[config.mk]
export PLATFORM = sky130hd
export DESIGN_NAME = dct_mac_seq
export DESIGN_NICKNAME = d
export VERILOG_FILES = /design/src/rtl/dct_mac_seq.sv
export SDC_FILE = /design/constraint.sdc
export NUM_CORES = 1
export LEC_CHECK = 0
export ABC_AREA = 1
export CORE_ASPECT_RATIO = 1.2
export CORE_UTILIZATION = 48
export DETAILED_ROUTE_END_ITERATION = 10
export PLACE_DENSITY_LB_ADDON = 0.08
export SYNTH_ARGS = -nofsm -noshare
export SYNTH_HDL_FRONTEND = slang
export SYNTH_SLANG_ARGS = --single-unit
[constraint.sdc]
create_clock -name clk -period 2.7 [get_ports clk]
set_input_delay 0.54 -clock clk [delete_from_list [all_inputs] [get_ports clk]]
set_output_delay 0.54 -clock clk [all_outputs]
set_load 0.1 [all_outputs]
[src/rtl/dct_mac_seq.sv]
// dct_mac_seq: sequences a TAPS-step multiply-accumulate unit and captures its result.
// Optional feature: define DCT_MAC_SEQ_PERF_EN to add the perf_jobs result-handshake counter.
//
// state | meaning
// IDLE  | waiting for a job, start_ready follows ena
// ISSUE | one MAC per enabled cycle, coef_idx 0..TAPS-1
// DRAIN | down-counting MAC_LAT cycles until acc_in is valid
// HOLD  | res_data presented until the consumer takes it
module dct_mac_seq #(
  parameter int TAPS    = 8,
  parameter int MAC_LAT = 2,
  parameter int RES_W   = 12
) (
  input  logic                    clk,
  input  logic                    rst_n,
  input  logic                    ena,
  input  logic                    start_valid,
  output logic                    start_ready,
  output logic                    mac_clr,
  output logic                    mac_ena,
  output logic [$clog2(TAPS)-1:0] coef_idx,
  input  logic [RES_W-1:0]        acc_in,
  output logic                    res_valid,
  input  logic                    res_ready,
  output logic [RES_W-1:0]        res_data,
  output logic                    busy
`ifdef DCT_MAC_SEQ_PERF_EN
  ,
  output logic [15:0]             perf_jobs
`endif
);

  typedef enum logic [1:0] {IDLE, ISSUE, DRAIN, HOLD} state_t;

  localparam int              CW         = $clog2(TAPS);
  localparam logic [CW-1:0]   LAST_TAP   = CW'(TAPS - 1);
  localparam logic [2:0]      DRAIN_LOAD = 3'(MAC_LAT - 1);

  state_t     state;
  logic [2:0] drain_cnt;
  logic       res_hs;

  // MAC strobes are gated by ena so a stalled tap is simply reissued later.
  assign start_ready = (state == IDLE) & ena;
  assign mac_ena     = (state == ISSUE) & ena;
  assign mac_clr     = mac_ena & (coef_idx == '0);
  assign res_valid   = (state == HOLD);
  assign busy        = (state != IDLE);
  assign res_hs      = res_valid & res_ready & ena;

  always_ff @(posedge clk or negedge rst_n) begin
    if (!rst_n) begin
      state     <= IDLE;
      coef_idx  <= '0;
      drain_cnt <= '0;
      res_data  <= '0;
    end else if (ena) begin
      unique case (state)
        IDLE: begin
          if (start_valid) begin
            coef_idx <= '0;
            state    <= ISSUE;
          end
        end
        ISSUE: begin
          if (coef_idx == LAST_TAP) begin
            coef_idx  <= '0;
            drain_cnt <= DRAIN_LOAD;
            state     <= DRAIN;
          end else begin
            coef_idx <= coef_idx + 1'b1;
          end
        end
        DRAIN: begin
          if (drain_cnt == '0) begin
            res_data <= acc_in;
            state    <= HOLD;
          end else begin
            drain_cnt <= drain_cnt - 1'b1;
          end
        end
        HOLD: begin
          if (res_hs) state <= IDLE;
        end
        default: state <= IDLE;
      endcase
    end
  end

`ifdef DCT_MAC_SEQ_PERF_EN
  always_ff @(posedge clk or negedge rst_n) begin
    if (!rst_n) begin
      perf_jobs <= '0;
    end else if (res_hs && (perf_jobs != 16'hFFFF)) begin
      perf_jobs <= perf_jobs + 16'd1;
    end
  end
`endif

endmodule

==> results.md <==
- The critical register-to-register path endpoint is res_data[3].
- Across the run, the number of max-cap violations was 0.
- The number of warning messages in the yosys log is 0.
- By startpoint and endpoint, the worst setup path is classified as reg -> out.
- The kind of path behind the tightest hold check is reg -> reg.
- Routability-driven placement finished with a final weighted congestion of 0.7719.
- Synthesis inferred 20 register bits.
- For the worst-skew pair, the clock arrives at the later sink with an insertion delay of 0.30 ns.
- The worst-case hold path end point is drain_cnt[0].
- The number of top-level pins is 37.
- Adding up every negative setup slack in the final design gives 0 ns.
- The detail route stage leaves a number of antenna-violating nets equal to 0.
- The number of antenna violations at the first check in global routing is 0.
- Summing over every cut layer, the via total after detailed routing is 904.
- The run finished with clean final reports.
- At the worst endpoint, the arrival time is 1.77 ns.
- The top flip-flop cell by instance count after synthesis is sky130_fd_sc_hd__dfrtp_1.
- For this block, the routed nets add up to 1942 um of wire.
- Compared with the post-synthesis result, the final layout area differs by 36.57%.
- Setup repair after global routing left no endpoint under its margin.
- The number of failing hold endpoints at the final stage is 0.
- The detailed router finished its first iteration with 6 violations.
- The library cell with the largest summed area after synthesis is sky130_fd_sc_hd__dfrtp_1.
- After clock tree synthesis, the setup repair step added 0 buffers.
- For this run, the share of the core covered by cells in the final layout is 71.39%.
- The highest net fanout along the worst path is 7.
- The post-synthesis instance total is 126.
- The number of buffers inserted during clock tree synthesis is 3.
- The critical path contains buffers and inverters numbering 3 combined.
- The die is 45.60 um wide.
- In this run the critical register-to-register path is launched from state[0].
- Timing analysis after detailed placement gives a worst setup slack of 0.4118 ns.
- The root buffer cell is sky130_fd_sc_hd__clkbuf_4.
- In this run the number of H-tree levels came out at 1.
- After synthesis, the cell types taking the most area are sky130_fd_sc_hd__dfrtp_1 46%, sky130_fd_sc_hd__nand2_1 12%, sky130_fd_sc_hd__ha_1 11%.
- The signal on the critical path passes through inv_1 -> ha_1 -> nand2_1 -> inv_1 -> nand2_1 -> nor2_4 -> buf_12.
- Once the clock tree was built, the resizer swapped 0 gates to a different size.
- The final-report max-slew violation count is 0.
- The clock passes through at most 2 buffers.
- The final count of negative-setup-slack endpoints is 0.
- The overall track demand over capacity in global routing is 18.28%.
- The floorplan step defined a die boundary enclosing 2476 um^2.
- The worst path meets setup with 0.3894 ns of slack.
- The number of nets handed over by synthesis was 153.
- The first-pass GRT wire length is 3222 um.
- After synthesis the cells add up to 1095 um^2.
- In the synthesized netlist, the cells that appear most often are 34 x sky130_fd_sc_hd__nand2_1, 29 x sky130_fd_sc_hd__inv_1, 20 x sky130_fd_sc_hd__dfrtp_1.
- The TritonCTS clock tree is done.
- The vertical extent of the die is 54.32 um.
- Measured in cells, the most critical reg-to-reg path has a length of 5.
- The number of buffers inserted by hold repair at cts is 0.
- The final layout contains 193 nets.
- Counting instances, the worst hold path has a depth of 1.
- The mean instance size in the synthesized netlist is 8.689 um^2.
- The number of antenna diodes in the final layout is 0.
- The initial standard-cell utilization of the core is 52.27%.
- Synthesis instantiated 15 different standard cells from the library.
- The most common cell in the synthesized netlist is sky130_fd_sc_hd__nand2_1.
- The share of cells above drive strength 1 is 25.00%.
- In this run the most critical hold path is launched from drain_cnt[0].
- Grouping stages by cell kind, the critical path spends the most delay in flip-flops.
- The headroom to the max-slew limit is 63.43%.
- The HPWL after detailed placement is 1590 um.
- The remaining design rule violation count is 0.
- The critical path required time is 2.16 ns.
- The worst setup slack for register-to-register paths is 1.01 ns.
- During placement, the flow inserted port buffers numbering 36.
- The element type at the critical path start is a flip-flop.
- In the final routed layout, each cell accounts on average for 10.01 um.
- The clock-pin slew reported for the worst setup and hold paths after clock tree synthesis is 0.11 ns.
- Global routing finished with a remaining overflow of 0.
- After layout, the worst path uses 85.58% of the clock period.
- The biggest cell delay along the critical path is 0.43 ns.
- At the pin with the least slew margin, the transition time is 0.5479 ns.
- The via count of the first global-routing pass was 819.
- The number of iterations in the first detailed-routing pass is 4.
- The slowest cell on the critical path is sky130_fd_sc_hd__dfrtp_1.
- The synthesized design contains 0 enable-type register cells.
- The number of fill cells is 190.
- The worst hold margin is 0.4851 ns.
- Static timing analysis puts the maximum clock frequency at 432.8 MHz.
- The part of the Yosys area used for sequential elements is 45.71%.
- The maximum number of pins on one net before global-route repair is 25.
- The endpoint class of the critical path is an output pin.
- The number of core rows is 18.
- The post-synthesis async set-or-reset flop share is 100.0%.
- The share of synthesized area in the top cell type comes to 45.71%.
- The clock net in this run drives a total of 20 sinks.
- The logic depth of the worst path, buffers included is 7.
- In this run the standard cell core region covers 2095 um^2.
- The via-per-instance ratio is 4.660.
- For the finished layout, the period the worst path requires is 2.311 ns.
- Clock skew on the completed layout was measured at 0.01228 ns.
==> final cells by class <==
class                           count  area [um^2]  share of cell area (%)
Inverter                           29        108.9                   7.280
Multi-Input combinational cell     75        470.5                   31.46
Timing Repair Buffer               37        355.3                   23.77
Clock buffer                        3        22.52                   1.506
Sequential cell                    20        500.5                   33.47
Tap cell                           30        37.54                   2.510
==> how the worst max path moves through the flow <==
stage	start	to
finish	state[1]	mac_clr
global route	state[1]	mac_clr
CTS	state[1]	mac_clr
detailed placement	ena	mac_clr
global placement	ena	mac_clr
floorplan	state[1]	mac_clr
==> cell families (layout without fill, tap and decap cells) <==
group / Yosys count / count (layout) / share of synthesized area, %
buffers and inverters: 31 / 69 / 12.00
adder cells (fa/ha/maj): 10 / 10 / 11.43
AND/OR/NAND/NOR: 45 / 45 / 17.26
flip-flops: 20 / 20 / 45.71
AO/OA/AOI/OAI: 20 / 20 / 13.60
==> registers in the layout (all words and copies together), names as in the netlist <==
register and count:
res_data 12, drain_cnt 3, coef_idx 3, state 2
==> stage by stage <==
stage	instance area, um^2	cells
floorplan	1102	126
global placement	1473	191
detailed placement	1473	191
CTS	1495	194
global route	1495	194
finish	1495	194
==> routing by layer <==
layer / global-route usage (%) / wire, um / vias to the layer above
met5: 0 / 0 / -
met4: 10.61 / 44 / 0
met3: 2.970 / 77 / 5
met2: 33.33 / 1016 / 28
met1: 19.49 / 803 / 410
li1: - / - / 461
==> layout by cell type, fill, tap and decap left out, drive strengths merged <==
| master | Yosys | layout |
|---|---|---|
| clkbuf | 0 | 3 |
| buf | 2 | 21 |
| inv | 29 | 29 |
| nand4 | 1 | 1 |
| or2 | 1 | 1 |
| nand2 | 35 | 35 |
| a21oi | 1 | 1 |
| nand3 | 6 | 6 |
| clkdlybuf4s50 | 0 | 16 |
| nor2 | 2 | 2 |
| dfrtp | 20 | 20 |
| ha | 10 | 10 |
| o21ai | 19 | 19 |
==> worst reg2reg max path, stage by stage (launching register included) <==
cell and delay [ns]:
sky130_fd_sc_hd__dfrtp_1 0.42, sky130_fd_sc_hd__inv_1 0.12, sky130_fd_sc_hd__ha_1 0.26, sky130_fd_sc_hd__nand3_2 0.48
sky130_fd_sc_hd__nand2_1 0.24, sky130_fd_sc_hd__o21ai_2 0.07
Power is not shown: default switching activity piles up to over one toggle a cycle in this logic, so the estimate is an artifact.
